[src/rtl/fetch_pack.sv]
// fetch_pack: fetch-line requester and instruction-group packer.
// Requests 32-byte lines from the I-cache, then packs the line into a group of
// up to eight instructions, starting at the fetch PC's word offset.
// Ports:
//   clock, reset             clock (rising edge), asynchronous active-high reset
//   flush_rt_i, redirect_pc_i retire-stage redirect strobe and target PC
//   ic_req_vld_o/_pc_o/_rdy_i I-cache request handshake (line-aligned address)
//   ic_rsp_vld_i, ic_rsp_data_i I-cache response (one per accepted request)
//   inst0_o..inst7_o, inst_vld_o, pc_f2_o  packed group, contiguous valid mask, group PC
//   inst_q_full_i            instruction buffer backpressure
//   grp_cnt_o, stall_cnt_o   perf counters, present only with FETCH_PACK_PERF_CNT_EN
module fetch_pack #(
    parameter logic [63:0] RESET_PC = 64'h0
) (
    input  logic         clock,
    input  logic         reset,
    input  logic         flush_rt_i,
    input  logic [63:0]  redirect_pc_i,
    output logic         ic_req_vld_o,
    output logic [63:0]  ic_req_pc_o,
    input  logic         ic_req_rdy_i,
    input  logic         ic_rsp_vld_i,
    input  logic [255:0] ic_rsp_data_i,
    output logic [31:0]  inst0_o,
    output logic [31:0]  inst1_o,
    output logic [31:0]  inst2_o,
    output logic [31:0]  inst3_o,
    output logic [31:0]  inst4_o,
    output logic [31:0]  inst5_o,
    output logic [31:0]  inst6_o,
    output logic [31:0]  inst7_o,
    output logic [7:0]   inst_vld_o,
    output logic [63:0]  pc_f2_o,
    input  logic         inst_q_full_i
`ifdef FETCH_PACK_PERF_CNT_EN
    ,
    output logic [31:0]  grp_cnt_o,
    output logic [31:0]  stall_cnt_o
`endif
);
    typedef enum logic [1:0] {S_REQ, S_WAIT, S_PACK, S_DRAIN} state_t;
    state_t state, state_nx;
    logic [63:0] fetch_pc;
    logic [255:0] line;
    logic [7:0][31:0] insts;
    logic accepted, xfer, slot_free, rsp_pending;
    assign accepted = ic_req_vld_o & ic_req_rdy_i;
    assign xfer = inst_vld_o[0] & ~inst_q_full_i;
    // the mask is contiguous from bit 0, so bit 0 alone says whether a group is held
    assign slot_free = ~inst_vld_o[0] | ~inst_q_full_i;
    assign rsp_pending = (state == S_WAIT && !ic_rsp_vld_i) || (state == S_REQ && accepted);
    assign ic_req_pc_o = {fetch_pc[63:5], 5'b0};
    assign {inst7_o, inst6_o, inst5_o, inst4_o, inst3_o, inst2_o, inst1_o, inst0_o} = insts;
    always_comb begin
        state_nx = state;
        case (state)
            S_REQ:   state_nx = accepted ? S_WAIT : S_REQ;
            S_WAIT:  state_nx = ic_rsp_vld_i ? S_PACK : S_WAIT;
            S_PACK:  state_nx = slot_free ? S_REQ : S_PACK;
            default: state_nx = ic_rsp_vld_i ? S_REQ : S_DRAIN;
        endcase
        // a redirect must still swallow a response the I-cache owes us
        if (flush_rt_i && state != S_DRAIN)
            state_nx = rsp_pending ? S_DRAIN : S_REQ;
    end
    // request valid is registered so it stays low while reset is asserted
    always_ff @(posedge clock or posedge reset) begin
        if (reset) begin
            state <= S_REQ;
            ic_req_vld_o <= 1'b0;
            fetch_pc <= RESET_PC & ~64'h3;
            line <= '0;
            insts <= '0;
            inst_vld_o <= 8'h00;
            pc_f2_o <= 64'h0;
        end else begin
            state <= state_nx;
            ic_req_vld_o <= state_nx == S_REQ;
            if (flush_rt_i) begin
                fetch_pc <= redirect_pc_i & ~64'h3;
                line <= '0;
                insts <= '0;
                inst_vld_o <= 8'h00;
            end else begin
                if (state == S_WAIT && ic_rsp_vld_i)
                    line <= ic_rsp_data_i;
                if (state == S_PACK && slot_free) begin
                    // shifting the whole line down leaves zeros in the slots past the line end
                    insts <= line >> {fetch_pc[4:2], 5'b0};
                    inst_vld_o <= 8'hFF >> fetch_pc[4:2];
                    pc_f2_o <= fetch_pc;
                    fetch_pc <= {fetch_pc[63:5] + 59'd1, 5'b0};
                end else if (xfer) begin
                    inst_vld_o <= 8'h00;
                end
            end
        end
    end
`ifdef FETCH_PACK_PERF_CNT_EN
    always_ff @(posedge clock or posedge reset) begin
        if (reset) begin
            grp_cnt_o <= 32'h0;
            stall_cnt_o <= 32'h0;
        end else begin
            grp_cnt_o <= grp_cnt_o + {31'h0, xfer};
            stall_cnt_o <= stall_cnt_o + {31'h0, inst_vld_o[0] & inst_q_full_i};
        end
    end
`endif
endmodule

[config.mk]
export PLATFORM = sky130hd
export DESIGN_NAME = fetch_pack
export DESIGN_NICKNAME = d
export VERILOG_FILES = /design/src/rtl/fetch_pack.sv
export SDC_FILE = /design/constraint.sdc
export NUM_CORES = 2
export LEC_CHECK = 0
export ABC_AREA = 1
export ABC_CLOCK_PERIOD_IN_PS = 25800
export BUFFER_PORTS_ARGS = -buffer_cell sky130_fd_sc_hd__buf_2
export CELL_PAD_IN_SITES_DETAIL_PLACEMENT = 2
export CELL_PAD_IN_SITES_GLOBAL_PLACEMENT = 2
export CORE_MARGIN = 8
export CORE_UTILIZATION = 31
export CTS_CLUSTER_DIAMETER = 200
export DETAILED_ROUTE_END_ITERATION = 16
export PLACE_DENSITY = 0.77
export SETUP_SLACK_MARGIN = 0.02
export SKIP_CTS_REPAIR_TIMING = 1
export SYNTH_ARGS = -nofsm -noshare
export SYNTH_HDL_FRONTEND = slang
export SYNTH_SLANG_ARGS = --single-unit
[constraint.sdc]
create_clock -name clock -period 25.8 [get_ports clock]
set_input_delay 1.29 -clock clock [delete_from_list [all_inputs] [get_ports clock]]
set_output_delay 1.29 -clock clock [all_outputs]
set_load 0.005 [all_outputs]
==> impl_metrics.py <==
metrics = {
    "run_status": {
        "run_status": "complete, no violations",
    },
    "timing": {
        "fin_skew_ps": 28.2,
        "final-setup-viol-count": 0,
        "setup_slack_ps": 21220,
        "finalHoldViolCount": 0,
        "fmax_mhz": 218,
        "drv_slew": 0,
        "worst_slew_pin_slew_ps": 1190,
        "finalSetupTns_ps": 0,
        "max-slew-margin-rel": 0.206,
        "finalCriticalPeriod_ps": 4580,
        "fin_crit_sh": 0.178,
        "rsz0062_at_grt": "false",
    },
    "worst_setup_path": {
        "crit_path_start_kind": "input port",
        "required_ps": 26370,
        "cp.arrival_ps": 5160,
        "worstSetupPathType": "input port to flip-flop",
        "cp_max_fo": 64,
        "end_kind": "flip-flop",
    },
    "clock_network": {
        "cts_tree": "yes",
        "cts_made_buffers": 80,
        "worstSkewPairLatency_ps": 670,
        "h-tree-depth": 3,
        "cts.reportedPaths.clkPinSlew_ps": 60,
        "root_buffer": "clkbuf_16",
        "cts_max_path_buffers": 3,
        "cts_sinks": 647,
    },
    "global_route": {
        "gr-total-overflow": 0,
        "first_global_vias": 35600,
        "grt_start_max_net_pins": 126,
        "grt_pass1_wl_mm": 252,
        "antenna_found_initial": 78,
        "grt_usage": 0.295,
    },
    "floorplan": {
        "core_mm2": 0.103,
        "die_width_um": 339,
        "rows": 118,
        "die_area_mm2": 0.115,
        "initial_core_util": 0.312,
        "dieHeight_um": 339,
        "boundaryPins": 719,
    },
    "drt": {
        "first_pass_iters": 5,
        "wl_per_cell_um": 28.7,
        "drc_errors": 0,
        "wl_mm": 175,
        "drt-vias-per-instance": 5.30,
        "ant_nets": 0,
        "drt_iter0_drc": 1662,
        "vias": 32400,
    },
    "synth": {
        "synth-async-reset-ratio": 1.00,
        "synth_edf_count": 0,
        "netlist.area_leader.share": 0.501,
        "yosys_warnings": 0,
        "synth.area.top_cells": "dfrtp_1 (50%), nand2_1 (13%), o21ai_0 (10%), nand3_1 (6.6%), inv_1 (4.1%)",
        "ys_seq_area_frac": 0.501,
        "synth_cells": 4144,
        "synthesis.area_mm2": 0.0323,
        "ys_types": 36,
        "synth_most_common_cell": "nand2_1",
        "avgSynthCellArea_um2": 7.80,
        "synthTopCellsByCount": "nand2_1 (1,091), o21ai_0 (672), dfrtp_1 (647), nand3_1 (426), inv_1 (353)",
        "ys_ff_latch": 647,
        "ys.flop_type": "dfrtp_1",
        "yosys.area.top_type": "dfrtp_1",
    },
    "power_and_ir_drop": {
        "powerDensity_mw_per_mm2": 91.2,
        "peakVddDrop_uv": 52.6,
        "leakagePower_nw": 19.3,
    },
    "placed_design": {
        "routabilityCongestion": 0.899,
        "dp_slack_ps": 20480,
        "hpwl_mm": 129,
        "port_buffers": 709,
    },
    "job": {
        "max_cap_violations": 0,
    },
    "layout": {
        "fin_util": 0.379,
        "drive_above_1_share": 0.196,
        "final_nets": 4961,
        "syn_to_final_growth_pct": 21.3,
    },
    "worst_hold_path": {
        "worstHoldPathType": "flip-flop to flip-flop",
    },
}
-- state kept, by name, summed over array words and instances (netlist names) --
signal	count
inst_vld_o	8
line	256
inst7_o	32
inst5_o	32
state	2
fetch_pc	62
pc_f2_o	62
inst2_o	32
inst3_o	32
inst0_o	32
inst4_o	32
inst6_o	32
ic_req_vld_o	1
inst1_o	32
-- stage by stage --
| stage | power (W) | instances | hold slack [ps] | cell area, um2 |
|---|---|---|---|---|
| CTS | 0.00362 | 6078 | 472 | 39100 |
| detailed placement | 0.00236 | 5932 | 457 | 36300 |
| global route | 0.00375 | 6092 | 493 | 39100 |
| floorplan | 0.00186 | 4150 | 465 | 32300 |
| global placement | 0.00232 | 5932 | 450 | 36300 |
| finish | 0.00358 | 6112 | 470 | 39200 |
-- final timing paths --
path	endpoint	slack, ps	cells after the start	startpoint
min reg2reg	inst_vld_o[2]	470	2	inst_vld_o[2]
max in group asynchronous	inst7_o[4]	21940	5	reset
max reg2reg	inst3_o[14]	21460	9	fetch_pc[2]
max	inst1_o[7]	21220	8	flush_rt_i
min in group asynchronous	fetch_pc[20]	780	2	reset
min	inst_vld_o[2]	470	2	inst_vld_o[2]
-- placed cells by master (no fill, tap or decap), types with 3 or more instances in the layout --
master | Yosys | routed
a21oi_1 | 42 | 42
a22o_1 | 25 | 25
a22oi_1 | 19 | 19
a31oi_1 | 5 | 5
buf_2 | 103 | 709
buf_4 | 75 | 49
bufinv_16 | 0 | 10
clkbuf_1 | 137 | 10
clkbuf_16 | 0 | 82
clkbuf_8 | 0 | 20
clkinv_2 | 0 | 18
clkinv_8 | 0 | 3
conb_1 | 1 | 7
dfrtp_1 | 647 | 645
diode_2 | 0 | 34
inv_1 | 353 | 350
inv_8 | 0 | 4
nand2_1 | 1091 | 1090
nand3_1 | 426 | 425
nand3b_1 | 15 | 15
nand4_1 | 15 | 15
nor2_1 | 234 | 231
nor2_2 | 3 | 4
nor2_4 | 4 | 6
nor3_1 | 3 | 3
o211ai_1 | 122 | 122
o21ai_0 | 672 | 672
o21ai_1 | 62 | 62
o221ai_1 | 21 | 21
xor2_1 | 8 | 8
-- metal layers --
metal,track usage,vias up,routed length [um]
li1,-,14600,-
met5,0,-,216
met1,0.302,16500,61600
met2,0.541,914,90900
met4,0.168,32,11400
met3,0.0782,386,11300
-- worst max-delay path, cell delays in order --
cell,delay [ps]
buf_2,260
inv_8,400
nand2_8,370
nor2_8,600
buf_4,650
buf_4,680
o221ai_1,500
o211ai_1,200
-- report_power, final --
| group | total (W) | internal [W] | switching [W] |
|---|---|---|---|
| sequential | 0.00135 | 0.00119 | 0.000153 |
| clock | 0.00124 | 0.000742 | 0.000497 |
| combinational | 0.000991 | 0.000277 | 0.000714 |
| total | 0.00358 | 0.00221 | 0.00136 |
-- kinds of logic after synthesis --
group | count (synthesis) | share of synthesized area
compound gates | 973 | 0.168
simple gates | 1798 | 0.231
fa+ha+maj | 1 | 0.000387
flops | 647 | 0.501
other cells | 1 | 0.000116
xor+xnor | 9 | 0.00244
buf+inv | 715 | 0.0976
-- layout make-up --
type	count	area [um2]
diodes	34	85.1
clock buffers	112	2360
clock inverters	34	482
fillers	12100	64300
inverters	359	1380
multi-input cells	2788	13000
flip-flops and latches	647	16200
well taps	1380	1730
repair buffers	758	3920
No activity file was read; power rests on OpenSTA's default activity.
